$ cat src/rtl/shared_port_arbiter.sv
// Round-robin arbiter that locks one requester onto a shared streaming port for a whole burst.
// Grant is decided in IDLE, and beats flow combinationally through the mux while LOCKED.
module shared_port_arbiter #(
  parameter int unsigned PORTCOUNT     = 4,
  parameter int unsigned PORTADDRWIDTH = 2,
  parameter int unsigned DATAWIDTH     = 16,
  parameter int unsigned BEATWIDTH     = 8
) (
  input  logic                           clk,
  input  logic                           sync_rst,
  input  logic                           clk_en,
  input  logic [PORTCOUNT-1:0]           ReqValid,
  input  logic [PORTCOUNT*DATAWIDTH-1:0] ReqData,
  input  logic [PORTCOUNT-1:0]           ReqLast,
  output logic [PORTCOUNT-1:0]           ReqReady,
  output logic                           OutValid,
  output logic [DATAWIDTH-1:0]           OutData,
  output logic                           OutLast,
  output logic [PORTADDRWIDTH-1:0]       OutPort,
  input  logic                           OutReady,
  output logic [BEATWIDTH-1:0]           BeatCount
);

  typedef enum logic [0:0] {StIdle, StLocked} state_e;

  state_e                   state_q, state_d;
  logic [PORTADDRWIDTH-1:0] ptr_q, ptr_d;
  logic [PORTADDRWIDTH-1:0] grant_q, grant_d;
  logic [BEATWIDTH-1:0]     beat_q, beat_d;
  logic [PORTADDRWIDTH-1:0] pick, idx;
  logic                     pick_found;
  logic                     xfer;

  // First requester at or after ptr_q; the index wraps naturally since PORTCOUNT is a power of two.
  always_comb begin
    pick       = ptr_q;
    pick_found = 1'b0;
    idx        = ptr_q;
    for (int unsigned i = 0; i < PORTCOUNT; i++) begin
      idx = ptr_q + PORTADDRWIDTH'(i);
      if (!pick_found && ReqValid[idx]) begin
        pick       = idx;
        pick_found = 1'b1;
      end
    end
  end

  // Every output is forced quiet during reset so no beat can complete in the reset cycle.
  always_comb begin
    ReqReady  = '0;
    OutValid  = 1'b0;
    OutData   = '0;
    OutLast   = 1'b0;
    OutPort   = ptr_q;
    BeatCount = beat_q;
    xfer      = 1'b0;
    if (sync_rst) begin
      OutPort   = '0;
      BeatCount = '0;
    end else if (state_q == StLocked) begin
      OutValid          = ReqValid[grant_q] & clk_en;
      OutData           = ReqData[32'(grant_q) * DATAWIDTH +: DATAWIDTH];
      OutLast           = ReqLast[grant_q];
      OutPort           = grant_q;
      ReqReady[grant_q] = OutReady & clk_en;
      xfer              = OutValid & OutReady;
    end
  end

  always_comb begin
    state_d = state_q;
    ptr_d   = ptr_q;
    grant_d = grant_q;
    beat_d  = beat_q;
    if (clk_en) begin
      unique case (state_q)
        StIdle: begin
          if (pick_found) begin
            grant_d = pick;
            state_d = StLocked;
          end
        end
        StLocked: begin
          if (xfer) begin
            if (beat_q != '1) beat_d = beat_q + BEATWIDTH'(1);
            if (OutLast) begin
              state_d = StIdle;
              ptr_d   = grant_q + PORTADDRWIDTH'(1);
              beat_d  = '0;
            end
          end
        end
      endcase
    end
  end

  always_ff @(posedge clk) begin
    if (sync_rst) begin
      state_q <= StIdle;
      ptr_q   <= '0;
      grant_q <= '0;
      beat_q  <= '0;
    end else begin
      state_q <= state_d;
      ptr_q   <= ptr_d;
      grant_q <= grant_d;
      beat_q  <= beat_d;
    end
  end

endmodule

$ cat config.mk
export PLATFORM = sky130hd
export DESIGN_NAME = shared_port_arbiter
export DESIGN_NICKNAME = d
export VERILOG_FILES = /design/src/rtl/shared_port_arbiter.sv
export SDC_FILE = /design/constraint.sdc
export NUM_CORES = 1
export LEC_CHECK = 0
export CORE_ASPECT_RATIO = 0.5
export CORE_MARGIN = 4
export CORE_UTILIZATION = 55
export DETAILED_ROUTE_END_ITERATION = 6
export DONT_BUFFER_PORTS = 1
export PLACE_DENSITY_LB_ADDON = 0.1
export SYNTH_ARGS = -nofsm -noshare
export SYNTH_HDL_FRONTEND = slang
export SYNTH_SLANG_ARGS = --single-unit
$ cat constraint.sdc
create_clock -name clk -period 1.9 [get_ports clk]
set_clock_uncertainty 0.1 [all_clocks]
set_input_delay 0.095 -clock clk [delete_from_list [all_inputs] [get_ports clk]]
set_output_delay 0.095 -clock clk [all_outputs]
set_load 0.005 [all_outputs]
Word level (Yosys, flattened, before mapping)
Index checks and enable logic that the tools add are counted.
{"block": "classes", "n_addsub": 5, "n_reduce_logical": 11, "n_bitwise": 5, "n_lt_le_gt_ge": 6, "n_shift": 1, "muxes": 40, "eq_ne": 1}
{"operator": "64-bit by 7-bit variable part select with 16-bit output", "n": 1}
{"operator": "16-bit two-way mux", "n": 2}
{"operator": "8-bit two-way mux", "n": 3}
{"operator": "1-bit two-way mux", "n": 20}
{"operator": "2-bit by 3-bit < comparator with 1-bit output (second input constant)", "n": 5}
{"operator": "1-bit binary-select mux with 2-bit select", "n": 6}
{"operator": "2-bit two-way mux", "n": 5}
{"operator": "8-bit by 1-bit adder with 8-bit output (second input constant)", "n": 1}
{"operator": "4-bit two-way mux", "n": 2}
{"operator": "8-bit inequality test (second input constant)", "n": 1}
{"operator": "4-bit AND reduction", "n": 2}
{"operator": "2-bit by 1-bit adder with 2-bit output (second input constant)", "n": 2}
{"operator": "2-bit adder (second input constant)", "n": 2}
{"operator": "4-bit bitwise AND", "n": 1}
{"operator": "1-bit logical AND", "n": 4}
{"operator": "1-bit bitwise AND", "n": 3}
{"operator": "1-bit logical NOT", "n": 3}
{"operator": "3-bit AND reduction", "n": 1}
{"operator": "1-bit demux with 2-bit select", "n": 1}
{"operator": "2-bit by 1-bit greater-or-equal comparator with 1-bit output (second input constant)", "n": 1}
{"operator": "1-bit case mux with 2 select lines", "n": 1}
{"operator": "2-bit nonzero test", "n": 1}
{"operator": "1-bit NOT", "n": 1}
{"block": "word_totals", "ff_bits": 13}

Longest topological paths before layout
Gate-level depths: netlist of run 1.
{"block": "depth", "depth_word": 14, "depth_mapped": 7}

Worst setup path before layout of run 1
Ideal clock, no wire load.
{"block": "synth_path", "kind": "reg-to-reg", "start": "reg grant_q[0]", "end": "reg beat_q[4]", "stages_incl_launch_ff": 6, "t_required_ps": 1669, "t_arrival_ps": 1511, "slack_ps": 158, "path_cell_list": "dfxtp_1 buf_2 mux4_2 and2_2 a41oi_1 nor3_1"}
{"block": "synth_via", "elab_chain_len": 7, "word_cells_on_any_way": 13, "classes_between": "9 x mux; 2 x bitwise; 2 x reduce/logical"}
{"element": "start, declared", "line_no": "28", "text": "logic [PORTADDRWIDTH-1:0] grant_q, grant_d;"}
{"element": "start signal, assigned", "line_no": "106", "text": "grant_q <= grant_d;"}
{"element": "1-bit binary-select mux with 2-bit select", "line_no": "61", "text": "OutValid = ReqValid[grant_q] & clk_en;"}
{"element": "1-bit two-way mux (implied by the code)", "line_no": "61"}
{"element": "1-bit bitwise AND", "line_no": "61"}
{"element": "1-bit bitwise AND", "line_no": "66", "text": "xfer = OutValid & OutReady;"}
{"element": "1-bit two-way mux", "line_no": "60", "text": "end else if (state_q == StLocked) begin"}
{"element": "1-bit two-way mux", "line_no": "57", "text": "if (sync_rst) begin"}
{"element": "4-bit AND reduction (no source line)"}
{"element": "end signal, assigned", "line_no": "107", "text": "beat_q <= beat_d;"}
{"element": "end, declared", "line_no": "29", "text": "logic [BEATWIDTH-1:0] beat_q, beat_d;"}
Parallel ways exist; a longest one is shown, timed or not. The select of a mux whose other input is x is not followed.
A chain may end at the register's enable or synchronous reset.

Worst setup path in the final report of run 1
{"block": "layout_path", "start": "reg grant_q[1]", "end": "out OutData[15]"}
{"block": "layout_via", "elab_chain_len": 3}
{"element": "64-bit by 7-bit variable part select with 16-bit output", "line_no": "62", "text": "OutData = ReqData[32'(grant_q) * DATAWIDTH +: DATAWIDTH];"}
{"element": "16-bit two-way mux", "line_no": "60"}
{"element": "16-bit two-way mux", "line_no": "57"}
{"element": "end, declared", "line_no": "17", "text": "output logic [DATAWIDTH-1:0] OutData,"}
No other way between the ends.

==> summary.txt, run 1 <==
Clock network
  • Clock Sinks: 13
  • H-tree levels: 1
  • Clk buf depth: 2
  • Clock slew at reported path FFs: 0.06 ns
  • TritonCTS Buffers: 3
  • TritonCTS clock tree: yes
  • Root Buffer: clkbuf_8
  • Skew-Pair Late Insertion Delay: 0.25 ns
  • Setup bufs post-CTS: 0

Routing
  • DR DRC count: 0
  • Post-Route WL: 4400 um
  • DR WL met3: 485 um
  • DR WL/cell: 21.36 um
  • Drt pass-1 iters: 4
  • Met2 wire len: 2285 um
  • Vias/cell: 6.743
  • Top routing layer in use: met4
  • Routed met1 length: 1596 um
  • Vias: 1389
  • DR iter-0 viols: 116
  • Routed Antenna Nets: 0

Power and ir drop
  • Clk pwr share: 33.1%
  • Worst IR Drop VDD: 0.0003285 V
  • Gate power share: 29.1%
  • Int Pwr: 0.5543 mW
  • Switching power: 0.2201 mW
  • Lkg Pwr: 0.5521 nW
  • Design Power: 0.7744 mW
  • Pwr dens: 461.2 nW/um^2
  • Sequential Power Share: 37.7%
  • Sw Ratio: 28.42%

Logic synthesis
  • Yosys top cell area share: 27.34%
  • Synth area leaders: mux4_2, dfxtp_1, nor2b_1
  • #FFs+latches synth: 13
  • Synth warn: 0
  • Gate Count Post-Synth: 168
  • Number of library cell types mapped by synthesis: 44
  • Area leader, netlist: mux4_2
  • Cell Area, Synth: 1565 sq um
  • Fraction of registers with async set/reset: 0%
  • EDFF count, synth: 0
  • Seq/Total Area, Yosys: 16.63%
  • Prevailing post-synth register cell: dfxtp_1
  • Syn Nets: 249
  • Mean Syn Cell Area: 9.317 sq um

Floorplan
  • I/O pins: 108
  • Die Wd: 83.45 um
  • Core Rows: 13
  • Die height: 45.72 um
  • Core area: 2651 sq um
  • Initial Utilization: 59.04%
  • Die area: 3815 sq um

Timing
  • Final worst path period share: 93.75%
  • Slew HR: 67.09%
  • Fmax: 0.5614 GHz
  • WHS: 0.02545 ns
  • Final setup fails: 0
  • Slew @ Worst Pin: 0.4895 ns
  • Setup TNS: 0 ns
  • Fin crit period: 1.781 ns
  • Max Slew Vio Count: 0
  • RSZ-0062 raised after global routing: no
  • Fin. Hold Viols: 0

Global routing
  • GR Overflow Total: 0
  • Largest net degree at the start of global routing: 22
  • First-pass GRT wire length: 6886 um
  • Total GRT Usage: 23.03%
  • Initial antenna violation count: 0
  • Vias in the first global route: 1323

Critical path
  • Critical path buffers and inverters: 1
  • Crit path DAT: 1.59 ns
  • CP max stage delay: 0.50 ns
  • Startpoint types: register
  • Largest delay share family, worst path: flip-flops
  • Critical path class: reg -> out
  • CP max FO: 19
  • Crit-path cells: buf_4 -> mux4_2 -> nor2b_1
  • CP Capture Type: output pin
  • R2R setup slack: 0.13 ns
  • Slowest stage cell, crit path: dfxtp_1
  • Req. time, crit path: 1.70 ns

Finish
  • Layout cells sized above 1: 23.67%
  • Final Util: 63.33%
  • Area grow syn2layout: 7.274%
  • Final nets: 251
  • Design area: 1679 sq um
  • Area of the multi-input gates: 1216 sq um
  • Ant. Diodes: 0
  • FILL cells: 234
  • Storage element area: 261.5 sq um

Placement
  • Gp weighted congestion: 0.8314
  • Cell Area, Placed: 1613 sq um
  • Port bufs: 0
  • HPWL Detailed: 3521 um

Hold path
  • Hold crit path type: in -> reg

Outcome
  • Status: completed

Run
  • Max Cap Viol: 0
## worst register-to-register path: cells and delay by family, from the launching register on
kind | cells | cell delay [ns]
AOI/OAI and AO/OA | 1 | 0.21
DFF | 1 | 0.40
muxes | 1 | 0.59
and+or+nand+nor | 2 | 0.33
## final cells by class
type,count,area share (%)
multi-input cells,135,72.43
well taps,37,2.757
flip-flops and latches,13,15.57
clock buffers,3,2.459
clock inverters,1,0.2981
repair buffers,8,4.471
inverters,9,2.012
## layer usage
metal  global-route usage, %  up-vias
met5                       0        -
met4                   4.808        0
met3                   7.581        7
met2                   42.83       70
met1                   27.05      673
li1                        -      639
## layout by cell type, fill, tap and decap left out, drive strengths merged, types with 2 or more instances in the layout
| master | Yosys | routed |
|---|---|---|
| mux2i | 3 | 3 |
| and3 | 2 | 2 |
| nand4 | 2 | 2 |
| ha | 5 | 5 |
| a21oi | 10 | 10 |
| nand4b | 2 | 2 |
| nand3b | 3 | 3 |
| mux2 | 2 | 2 |
| dfxtp | 13 | 13 |
| a211oi | 3 | 3 |
| nor2 | 6 | 6 |
| inv | 9 | 9 |
| o21ai | 8 | 8 |
| or3 | 2 | 2 |
| clkbuf | 3 | 3 |
| nand2 | 9 | 9 |
| o31ai | 4 | 4 |
| nand3 | 3 | 3 |
| and4b | 2 | 2 |
| and2 | 5 | 5 |
| nor2b | 23 | 23 |
| buf | 8 | 7 |
| mux4 | 19 | 19 |
| nand2b | 3 | 3 |
| nor3 | 4 | 4 |
## what timing repair did
action                     CTS  global route
hold buffers                 1             0
hold endpoints to repair    13             0
resized for setup            0             2
setup endpoints to repair    0            15
## cells by family (layout without fill, tap and decap cells)
group / count (synthesis) / after routing / share of synthesized area, %
flops: 13 / 13 / 16.63
simple gates: 71 / 71 / 28.06
buf+inv: 20 / 21 / 6.235
compound gates: 35 / 35 / 14.39
mux: 24 / 24 / 30.70
fa+ha+maj: 5 / 5 / 3.997
## cells in the mapped netlist (all sizes together), types with 2 or more instances
cell and instances:
a211oi 3, a21oi 10, and2 5, and3 2, and4b 2, buf 8, clkbuf 3, dfxtp 13
ha 5, inv 9, mux2 2, mux2i 3, mux4 19, nand2 9, nand2b 3, nand3 3
nand3b 3, nand4 2, nand4b 2, nor2 6, nor2b 23, nor3 4, o21ai 8, o31ai 4
or3 2
## sequential cells by signal (all words and copies together) (netlist names)
signal   flops
beat_q       8
ptr_q        2
grant_q      2
state_q      1
## final timing paths
check	cells after the start	from	end
worst max-delay path	3	grant_q[1]	OutData[15]
worst min register to register	2	beat_q[7]	beat_q[7]
worst min-delay path	3	ReqValid[1]	grant_q[1]
worst max register to register	4	grant_q[0]	beat_q[4]
## metrics by stage
| step | setup slack [ns] | std cells |
|---|---|---|
| after floorplan | 0.1582 | 168 |
| after global placement | 0.1138 | 201 |
| after detailed placement | 0.06728 | 201 |
| after CTS | 0.04683 | 206 |
| after global routing | 0.04894 | 206 |
| final | 0.1188 | 206 |
## power by group through the flow
stage / Combinational, mW / Sequential, mW / Clock, mW
after detailed placement: 0.216 / 0.298 / 0
after global placement: 0.212 / 0.298 / 0
after floorplan: 0.194 / 0.291 / 0
final: 0.226 / 0.292 / 0.257
after global routing: 0.247 / 0.294 / 0.275
after CTS: 0.222 / 0.292 / 0.263
(Power assumes the default switching activity.)
==> run 2, diff against run 1 <==
--- a/config.mk
+++ b/config.mk
@@ -10,7 +10,8 @@
 export CORE_UTILIZATION = 55
 export DETAILED_ROUTE_END_ITERATION = 6
 export DONT_BUFFER_PORTS = 1
-export PLACE_DENSITY_LB_ADDON = 0.1
+export HOLD_SLACK_MARGIN = 0.03
+export PLACE_DENSITY = 0.73
 export SYNTH_ARGS = -nofsm -noshare
 export SYNTH_HDL_FRONTEND = slang
 export SYNTH_SLANG_ARGS = --single-unit
==> summary.txt, run 2 (synthesized netlist as in run 1, its figures left out) <==
Outcome
  • Status: completed (unchanged)

Finish
  • Final Non-Filler Cells: 206 (unchanged)
  • Final nets: 251 (unchanged)
  • Largest register by flop count: beat_q (unchanged)
  • Max FFs per register: 8 (unchanged)
  • Largest registers: beat_q: 8 flops, grant_q: 2 flops, ptr_q: 2 flops (unchanged)
  • Ant. Diodes: 0 (unchanged)
  • Layout cells sized above 1: 23.08% (was 23.67%)
  • Commonest non-fill, non-tap cell in the layout: nor2b_1 (unchanged)
  • Area grow syn2layout: 6.635% (was 7.274%)
  • Commonest non-fill, non-tap cells in the layout: nor2b_1, mux4_2, dfxtp_1 (unchanged)

Critical path
  • Slowest stage cell, crit path: dfxtp_1 (unchanged)
  • Critical path class: reg -> out (unchanged)
  • Req. time, crit path: 1.70 ns (about the same)
  • Crit-path cells: buf_4 -> mux4_2 -> nor2b_1 (unchanged)
  • CP max FO: 18 (was 19)
  • Startpoint types: register (unchanged)
  • CP max stage delay: 0.53 ns (was 0.50 ns)
  • Crit path DAT: 1.61 ns (was 1.59 ns)
  • CP Capture Type: output pin (unchanged)

Routing
  • Vias: 1347 (was 1389)
  • DR WL/cell: 21.68 um (was 21.36 um)
  • DR DRC count: 0 (unchanged)
  • Routed Antenna Nets: 0 (unchanged)
  • Drt pass-1 iters: 4 (unchanged)
  • DR iter-0 viols: 151 (was 116)
  • Vias/cell: 6.539 (was 6.743)
  • Post-Route WL: 4466 um (was 4400 um)

Floorplan
  • I/O pins: 108 (unchanged)
  • Core area: 2651 sq um (unchanged)
  • Die Wd: 83.45 um (unchanged)
  • Initial Utilization: 59.04% (unchanged)
  • Die area: 3815 sq um (unchanged)
  • Die height: 45.72 um (unchanged)
  • Core Rows: 13 (unchanged)

Hold path
  • Hold crit path type: in -> reg (unchanged)

Clock network
  • Clock Sinks: 13 (unchanged)
  • TritonCTS clock tree: yes (unchanged)
  • H-tree levels: 1 (unchanged)
  • Clk buf depth: 2 (unchanged)
  • Setup bufs post-CTS: 0 (unchanged)
  • Root Buffer: clkbuf_8 (unchanged)
  • Clock slew at reported path FFs: 0.06 ns (about the same)
  • Skew-Pair Late Insertion Delay: 0.24 ns (was 0.25 ns)
  • TritonCTS Buffers: 3 (unchanged)

Timing
  • Setup TNS: 0 ns (unchanged)
  • Fin crit period: 1.805 ns (was 1.781 ns)
  • Slew HR: 59.08% (was 67.09%)
  • Final setup fails: 0 (unchanged)
  • Slew @ Worst Pin: 0.6086 ns (was 0.4895 ns)
  • Fmax: 0.5540 GHz (was 0.5614 GHz)
  • Final worst path period share: 95.00% (was 93.75%)
  • Fin. Hold Viols: 0 (unchanged)
  • RSZ-0062 raised after global routing: no (unchanged)
  • Max Slew Vio Count: 0 (unchanged)

Power and ir drop
  • Int Pwr: 0.5559 mW (was 0.5543 mW)
  • Lkg Pwr: 0.5485 nW (was 0.5521 nW)
  • Sw Ratio: 27.29% (was 28.42%)
  • Gate power share: 29.0% (was 29.1%)
  • Pwr dens: 458.0 nW/um^2 (was 461.2 nW/um^2)
  • Clk pwr share: 32.6% (was 33.1%)
  • Worst IR Drop VDD: 0.0003024 V (was 0.0003285 V)
  • Sequential Power Share: 38.4% (was 37.7%)
  • Switching power: 0.2087 mW (was 0.2201 mW)

Placement
  • Gp weighted congestion: 0.9035 (was 0.8314)
  • DP Cell Count: 201 (unchanged)
  • Port bufs: 0 (unchanged)
  • HPWL Detailed: 3557 um (was 3521 um)

Run
  • Max Cap Viol: 0 (unchanged)

Global routing
  • Total GRT Usage: 22.29% (was 23.03%)
  • Vias in the first global route: 1303 (was 1323)
  • Initial antenna violation count: 0 (unchanged)
  • Largest net degree at the start of global routing: 23 (was 22)
  • GR Overflow Total: 0 (unchanged)
  • First-pass GRT wire length: 6617 um (was 6886 um)
-- run 2: what timing repair did --
action	CTS	global route
endpoints found under the setup margin	16	16
hold buffers	1	0
gates resized for setup	1	3
endpoints found under the hold margin	13	0
-- run 2: stage by stage --
step | setup WS (ns) | util [%] | hold slack (ns) | power [mW] | cell area (sq um)
floorplan | 0.1582 | - | 0.2017 | 0.4851 | 1565
global placement | 0.1109 | 60.36 | 0.06816 | 0.5042 | 1600
detailed placement | 0.06119 | 60.36 | 0.06938 | 0.5095 | 1600
CTS | 0.005787 | 62.58 | 0.04665 | 0.7667 | 1659
global route | 0.02005 | 62.95 | 0.04267 | 0.8054 | 1669
finish | 0.09498 | 62.95 | 0.03828 | 0.7645 | 1669
-- run 2: power groups by stage --
stage               Clock, mW  Sequential, mW  Combinational [mW]
detailed placement          0           0.298               0.211
finish                  0.249           0.294               0.222
floorplan                   0           0.291               0.194
global placement            0           0.298               0.206
CTS                     0.256           0.292               0.218
global route            0.272           0.295               0.239
-- run 2: per-layer routing --
layer  vias to the layer above  GRT usage (%)  part of all wire (%)
li1                        637              -                     -
met1                       641          25.45                    39
met2                        65          43.47                    52
met3                         4          6.137                   7.8
met4                         0          4.808                  0.83
met5                         -              0                     0
-- run 2: layout make-up --
| cell class | instances | area [sq um] |
|---|---|---|
| clock buffers | 4 | 45.04 |
| fillers | 234 | 982.2 |
| inverters | 9 | 33.78 |
| multi-input cells | 135 | 1207 |
| flip-flops and latches | 13 | 261.5 |
| well taps | 37 | 46.29 |
| repair buffers | 8 | 75.07 |
-- run 2: worst max-delay path: cells and delay by family (launching register included) --
kind,cells,cell delay [ns]
DFF,1,0.53
muxes,1,0.35
buffers and inverters,1,0.32
and+or+nand+nor,1,0.17
-- run 2: worst paths after layout --
check / start / to / slack (ns) / cells past startpoint
setup reg to reg: grant_q[0] / beat_q[4] / 0.15 / 4
hold reg to reg: beat_q[7] / beat_q[7] / 0.43 / 2
setup / recovery: grant_q[1] / OutData[4] / 0.09 / 3
hold / removal: ReqValid[1] / grant_q[1] / 0.04 / 3
